## src/rtl/cam_dvp_tx_if.sv

```systemverilog
// rtl/cam_dvp_tx_if.sv - source byte stream into the DVP transmitter
interface cam_dvp_tx_if;
  logic [7:0] din;
  logic       din_valid;
  logic       din_ready;

  modport master (output din, output din_valid, input  din_ready);
  modport slave  (input  din, input  din_valid, output din_ready);
endinterface

```

## src/rtl/cam_dvp_tx.sv

```systemverilog
// rtl/cam_dvp_tx.sv - DVP camera timing generator: emits vsync/href/data frames from a byte source
module cam_dvp_tx #(
  parameter int HACT    = 1280,
  parameter int HBLANK  = 144,
  parameter int VACT    = 480,
  parameter int VSYNC_L = 3,
  parameter int VBP_L   = 17,
  parameter int VFP_L   = 10
) (
  input  logic         pclk,
  input  logic         rst,
  input  logic         start,
  input  logic         stop,
  cam_dvp_tx_if.slave  src,
  output logic         cam_vsync,
  output logic         cam_href,
  output logic [7:0]   cam_dout,
  output logic         busy,
  output logic         underflow_err,
  output logic [15:0]  frame_cnt
);

  localparam int LT = HACT + HBLANK;
  localparam logic [15:0] VSYNC_M1 = 16'(VSYNC_L * LT - 1);
  localparam logic [15:0] VBP_M1   = 16'(VBP_L * LT - 1);
  localparam logic [15:0] VFP_M1   = 16'(VFP_L * LT - 1);
  localparam logic [15:0] HACT_M1  = 16'(HACT - 1);
  localparam logic [15:0] HBL_M1   = 16'(HBLANK - 1);
  localparam logic [15:0] VACT_M1  = 16'(VACT - 1);

  typedef enum logic [2:0] {
    ST_IDLE, ST_VSYNC, ST_VBP, ST_ACT, ST_HBL, ST_VFP
  } state_t;

  state_t      state_q, state_d;
  logic [15:0] cnt_q, cnt_d;
  logic [15:0] line_q, line_d;
  logic        running_q, running_d;
  logic        vsync_q, vsync_d;
  logic        href_q, href_d;
  logic [7:0]  dout_q, dout_d;
  logic        uflow_q, uflow_d;
  logic [15:0] fcnt_q, fcnt_d;
  logic        xfer;

  assign src.din_ready = (state_q == ST_ACT);
  assign xfer          = src.din_valid && src.din_ready;

  always_comb begin
    state_d   = state_q;
    cnt_d     = cnt_q + 16'd1;
    line_d    = line_q;
    running_d = running_q;
    fcnt_d    = fcnt_q;
    vsync_d   = (state_q == ST_VSYNC);
    href_d    = (state_q == ST_ACT);
    dout_d    = xfer ? src.din : 8'h00;
    // A starved byte slot still consumes its cycle; the line is never stretched.
    uflow_d   = uflow_q | ((state_q == ST_ACT) && !src.din_valid);

    if (state_q != ST_IDLE && stop) running_d = 1'b0;

    case (state_q)
      ST_IDLE: begin
        cnt_d  = 16'd0;
        line_d = 16'd0;
        if (start && !stop) begin
          state_d   = ST_VSYNC;
          running_d = 1'b1;
          uflow_d   = 1'b0;
        end
      end
      ST_VSYNC: if (cnt_q == VSYNC_M1) begin
        state_d = ST_VBP;
        cnt_d   = 16'd0;
      end
      ST_VBP: if (cnt_q == VBP_M1) begin
        state_d = ST_ACT;
        cnt_d   = 16'd0;
        line_d  = 16'd0;
      end
      ST_ACT: if (cnt_q == HACT_M1) begin
        state_d = ST_HBL;
        cnt_d   = 16'd0;
      end
      ST_HBL: if (cnt_q == HBL_M1) begin
        cnt_d = 16'd0;
        if (line_q == VACT_M1) begin
          state_d = ST_VFP;
        end else begin
          state_d = ST_ACT;
          line_d  = line_q + 16'd1;
        end
      end
      ST_VFP: if (cnt_q == VFP_M1) begin
        cnt_d   = 16'd0;
        fcnt_d  = fcnt_q + 16'd1;
        state_d = running_d ? ST_VSYNC : ST_IDLE;
      end
      default: begin
        state_d = ST_IDLE;
        cnt_d   = 16'd0;
      end
    endcase
  end

  always_ff @(posedge pclk or posedge rst) begin
    if (rst) begin
      state_q   <= ST_IDLE;
      cnt_q     <= 16'd0;
      line_q    <= 16'd0;
      running_q <= 1'b0;
      vsync_q   <= 1'b0;
      href_q    <= 1'b0;
      dout_q    <= 8'h00;
      uflow_q   <= 1'b0;
      fcnt_q    <= 16'd0;
    end else begin
      state_q   <= state_d;
      cnt_q     <= cnt_d;
      line_q    <= line_d;
      running_q <= running_d;
      vsync_q   <= vsync_d;
      href_q    <= href_d;
      dout_q    <= dout_d;
      uflow_q   <= uflow_d;
      fcnt_q    <= fcnt_d;
    end
  end

  wire frame_cnt_q_unused = 1'b0;
  assign cam_vsync     = vsync_q;
  assign cam_href      = href_q;
  assign cam_dout      = dout_q;
  assign busy          = (state_q != ST_IDLE);
  assign underflow_err = uflow_q;
  assign frame_cnt     = fcnt_q;

  logic [15:0] frame_cnt_q;
  assign frame_cnt_q = fcnt_q;

endmodule

```

## src/flat_wrapper.sv

```systemverilog
// flat-port wrapper written by rule: the top's interface ports become plain ports
module cam_dvp_tx_flat 
#(
  parameter int HACT    = 1280,
  parameter int HBLANK  = 144,
  parameter int VACT    = 480,
  parameter int VSYNC_L = 3,
  parameter int VBP_L   = 17,
  parameter int VFP_L   = 10
)
  (pclk, rst, start, stop, cam_vsync, cam_href, cam_dout, busy, underflow_err, frame_cnt, src_din, src_din_valid, src_din_ready);
  cam_dvp_tx_if src_i ();
  input  logic pclk;
  input  logic rst;
  input  logic start;
  input  logic stop;
  output logic cam_vsync;
  output logic cam_href;
  output logic [7:0] cam_dout;
  output logic busy;
  output logic underflow_err;
  output logic [15:0] frame_cnt;
  input wire logic [$bits(src_i.din)-1:0] src_din;
  input wire logic [$bits(src_i.din_valid)-1:0] src_din_valid;
  output wire logic [$bits(src_i.din_ready)-1:0] src_din_ready;
  assign src_i.din = src_din;
  assign src_i.din_valid = src_din_valid;
  assign src_din_ready = src_i.din_ready;
  cam_dvp_tx #(.HACT(HACT), .HBLANK(HBLANK), .VACT(VACT), .VSYNC_L(VSYNC_L), .VBP_L(VBP_L), .VFP_L(VFP_L)) u_core (.pclk(pclk), .rst(rst), .start(start), .stop(stop), .src(src_i), .cam_vsync(cam_vsync), .cam_href(cam_href), .cam_dout(cam_dout), .busy(busy), .underflow_err(underflow_err), .frame_cnt(frame_cnt));
endmodule
```

## config.mk

```make
export PLATFORM = sky130hd
export DESIGN_NAME = cam_dvp_tx_flat
export DESIGN_NICKNAME = d
export VERILOG_FILES = /design/src/rtl/cam_dvp_tx_if.sv /design/src/rtl/cam_dvp_tx.sv /design/src/flat_wrapper.sv
export SDC_FILE = /design/constraint.sdc
export NUM_CORES = 1
export LEC_CHECK = 0
export ABC_AREA = 1
export CAP_MARGIN = 15
export CORE_MARGIN = 2
export CORE_UTILIZATION = 50
export CTS_CLUSTER_SIZE = 40
export DETAILED_ROUTE_END_ITERATION = 7
export PLACE_DENSITY = 0.75
export SYNTH_ARGS = -nofsm -noshare
export SYNTH_HDL_FRONTEND = slang
export SYNTH_SLANG_ARGS = --single-unit
```

## constraint.sdc

```tcl
create_clock -name pclk -period 2 [get_ports pclk]
set_clock_uncertainty 0.1 [all_clocks]
set_input_delay 0.4 -clock pclk [delete_from_list [all_inputs] [get_ports pclk]]
set_output_delay 0.4 -clock pclk [all_outputs]
set_load 0.1 [all_outputs]
```

==> summary.md <==
| Metric | Value |
|---|---|
| Most numerous cell in the Yosys netlist | `nand2_1` |
| Number of buffers added by the clock tree synthesis step | `9` |
| Number of flops mapped to enable cells by yosys | `0` |
| MaxCap Viol Count | `0` |
| Number of max-slew violations in the final report | `0` |
| Placer congestion estimate | `about 0.92` |
| Total number of vias | `roughly 3400` |
| Setup-violating endpoint count in the final report | `0` |
| Post-route clock period utilization | `95.7%` |
| Flip-flop cell with the highest count after synthesis | `dfrtp_1` |
| Layout area overhead | `25.4%` |
| Area share of the largest cell type after synthesis | `between 40% and 50%` |
| Post-cts hold buffer count | `0` |
| Average wire per standard cell | `12.2 um` |
| Synthesized netlist net count | `539` |
| HPWL Detailed | `~6.3 mm` |
| First drt pass iteration count | `4` |
| Drt first-iter violations | `213` |
| Type of the worst min-delay path | `input pin to async pin` |
| TritonCTS clock tree | `done` |
| Most used standard cells in the synthesized netlist | `145 x nand2_1, 81 x nor2_1, 72 x inv_1` |
| Post-Syn Area per Cell | `7.27 um^2` |
| Placed instance area | `between 4000 and 5000 um^2` |
| Total number of clock tree sinks | `63` |
| Maximum number of pins on one net before global-route repair | `24` |
| Number of filler cells placed in the layout | `661` |
| Post-synth design cell area | `around 3800 um^2` |
| Final worst slack | `between 0.08 and 0.09 ns` |
| Count of nets left with antenna violations after detail routing | `0` |
| Via count of the first global-routing pass | `3201` |
| Cell type contributing the most total cell area after synthesis | `dfrtp_1` |
| Total gr overflow | `0` |
| Share of the core filled with cells | `roughly two thirds` |
| Top post-synthesis cells by area | `dfrtp_1 42%, nand2_1 14%, nor2_1 8.0%, inv_1 7.1%, nand3_1 4.9%` |
| Avg Vias per Cell | `4.98` |
| Kind of critical path | `register to primary output` |
| Leakage dissipation | `between 2 and 2.5 nW` |
| Total global-route track usage | `21.7%` |
| First-pass GRT wire length | `about 15 mm` |
| Sum of routed wire length over all layers | `between 8 and 9 mm` |
| Number of levels the H-tree was split into | `3` |
| Final worst path period need | `roughly 1.9 ns` |
| Setup WS pre-CTS | `~0.063 ns` |
| Worst EP required | `1.50 ns` |
| Post-synth ARST share | `between 90% and 100%` |
| Power per unit of standard cell area | `slightly below 500 nW/um^2` |
| Hold slack final | `0.297 ns` |
| Maximum number of buffers from clock root to sink | `2` |
| Final Hold Fails | `0` |
| Initial Util | `52.1%` |
| Flops & latches, synth | `63` |
| Layout net count | `around 600` |
| Share of synthesized area occupied by flip-flops and latches | `41.5%` |
| Maximum resistive drop on vdd | `approximately 0.34 mV` |
| Clock-pin transition on the worst setup and hold timing paths | `about 0.07 ns` |
| Count of pins on the block boundary | `42` |
| Unique cell type count in the Yosys netlist | `34` |
| Critical path startpoint category | `register` |
| Relative slew margins | `between 60% and 70%` |
| Design area | `about 4800 um^2` |
| CTS Root Buffer Type | `clkbuf_8` |
| Peak Freq | `522 MHz` |
| Run status | `finished clean` |
| RSZ-0062 raised after global routing | `false` |
| Worst-path fanout max | `5` |
| DRC viols | `0` |
| Worst Path Arrival | `1.41 ns` |
| Diode count | `0` |
| Die H | `91.2 um` |
| Insertion delay of the later-clocked pin in the worst-skew pair | `approximately 0.35 ns` |
| Initial antenna violation count | `0` |
| Quantity of I/O buffers inserted on ports | `just over 40` |
| Core Region | `7290 um^2` |
| Gate count after technology mapping | `between 500 and 600` |
| Transition time at the pin with the least slew margin | `0.492 ns` |
| Die extent in x | `91.2 um` |
| Total die area | `8310 um^2` |
| Total number of placement rows | `31` |
| Crit path capture type | `primary output` |
| Layout cells sized above 1 | `16.5%` |
| Syn. warnings | `0` |
==> timing repair <==
action | 4_1_cts | 5_1_grt
pin swaps | 1 | 2
gates resized for setup | 0 | 6
buffers inserted | 1 | 2
cloned | 0 | 0
setup endpoints to repair | 1 | 18
==> final timing paths <==
| path | startpoint | to | slack [ns] | depth (start not counted) |
|---|---|---|---|---|
| worst max-delay path | u_core.state_q[0] | src_din_ready | 0.09 | 3 |
| worst min-delay path | rst | u_core.frame_cnt[7] | 0.30 | 2 |
| worst max register to register | u_core.line_q[1] | u_core.line_q[15] | 0.13 | 11 |
| worst min register to register | u_core.frame_cnt[0] | u_core.frame_cnt[0] | 0.44 | 1 |
| max in group asynchronous | rst | u_core.cnt_q[13] | 1.03 | 3 |
| min in group pclk | u_core.frame_cnt[0] | u_core.frame_cnt[0] | 0.44 | 1 |
==> area by class of cell <==
class                           instances  area (um^2)  share of cell area, %
Multi-Input combinational cell        372         1890                   39.7
Sequential cell                        63         1580                   33.2
Timing Repair Buffer                   52          683                   14.3
Clock inverter                          3         17.5                  0.368
Inverter                               80          307                   6.44
Tap cell                               99          124                   2.60
Clock buffer                           13          159                   3.34
==> cells in the final DEF (no fill, tap or decap), types with 2 or more instances in the layout <==
| master | netlist | final |
|---|---|---|
| dfrtp_2 | 0 | 4 |
| inv_1 | 72 | 71 |
| nand3_1 | 37 | 36 |
| clkbuf_1 | 0 | 2 |
| ha_1 | 4 | 3 |
| o211ai_1 | 2 | 2 |
| nand2_2 | 5 | 7 |
| buf_12 | 0 | 21 |
| nor2_2 | 6 | 6 |
| a21oi_1 | 4 | 4 |
| inv_2 | 6 | 6 |
| o21ai_2 | 4 | 4 |
| clkbuf_8 | 0 | 11 |
| nor3_4 | 2 | 3 |
| o21ai_1 | 4 | 4 |
| nand4_1 | 7 | 7 |
| o21ai_0 | 16 | 16 |
| clkinv_2 | 0 | 2 |
| nor3_1 | 9 | 9 |
| clkdlybuf4s50_1 | 0 | 12 |
| dfrtp_1 | 63 | 59 |
| nand2_1 | 145 | 143 |
| xnor2_1 | 10 | 10 |
| nand3_2 | 2 | 2 |
| clkinvlp_4 | 0 | 2 |
| xor2_1 | 20 | 20 |
| a31oi_1 | 2 | 2 |
| buf_4 | 0 | 19 |
| nor2_4 | 2 | 3 |
| o21bai_1 | 2 | 2 |
| nor2_1 | 81 | 80 |
==> stage by stage <==
step / cells / total power [mW] / TNS [ns]
final: 682 / 2.37 / 0
after global routing: 682 / 2.47 / 0
after CTS: 680 / 2.40 / 0
after detailed placement: 663 / 1.38 / 0
after global placement: 663 / 1.38 / 0
after floorplan: 522 / 1.33 / -1.06
==> logic make-up after synthesis <==
group / synth area share (%)
buffers and inverters: 9.55
xor gates and xnor gates: 6.92
AOI/OAI and AO/OA: 5.63
adders and majority gates: 1.32
and+or+nand+nor: 35.1
DFF: 41.5
==> registers in the layout, summed over array words and instances, names as in the netlist <==
| signal | flops |
|---|---|
| u_core.cam_dout | 8 |
| u_core.cam_href | 1 |
| u_core.underflow_err | 1 |
| u_core.cnt_q | 16 |
| u_core.state_q | 3 |
| u_core.running_q | 1 |
| u_core.cam_vsync | 1 |
| u_core.frame_cnt | 16 |
| u_core.line_q | 16 |
==> power by group <==
| part | internal (mW) | leakage, nW | switching [mW] |
|---|---|---|---|
| Clock | 0.514 | 0.0894 | 0.494 |
| Combinational | 0.0370 | 1.42 | 0.0444 |
| Sequential | 1.27 | 0.853 | 0.00154 |
==> worst max-delay path, cell delays in order (launching register included) <==
cell	delay, ns
dfrtp_2	0.43
inv_1	0.12
nor3_4	0.31
buf_12	0.22
==> per-layer routing <==
layer | GRT usage [%] | share of wire [%] | wire length, um
met1 | 29.5 | 46 | 3790
met2 | 34.7 | 48 | 4000
met3 | 3.82 | 4.4 | 370
met4 | 8.08 | 1.9 | 158
met5 | 0 | 0 | 0
No activity file was read; power rests on OpenSTA's default activity.
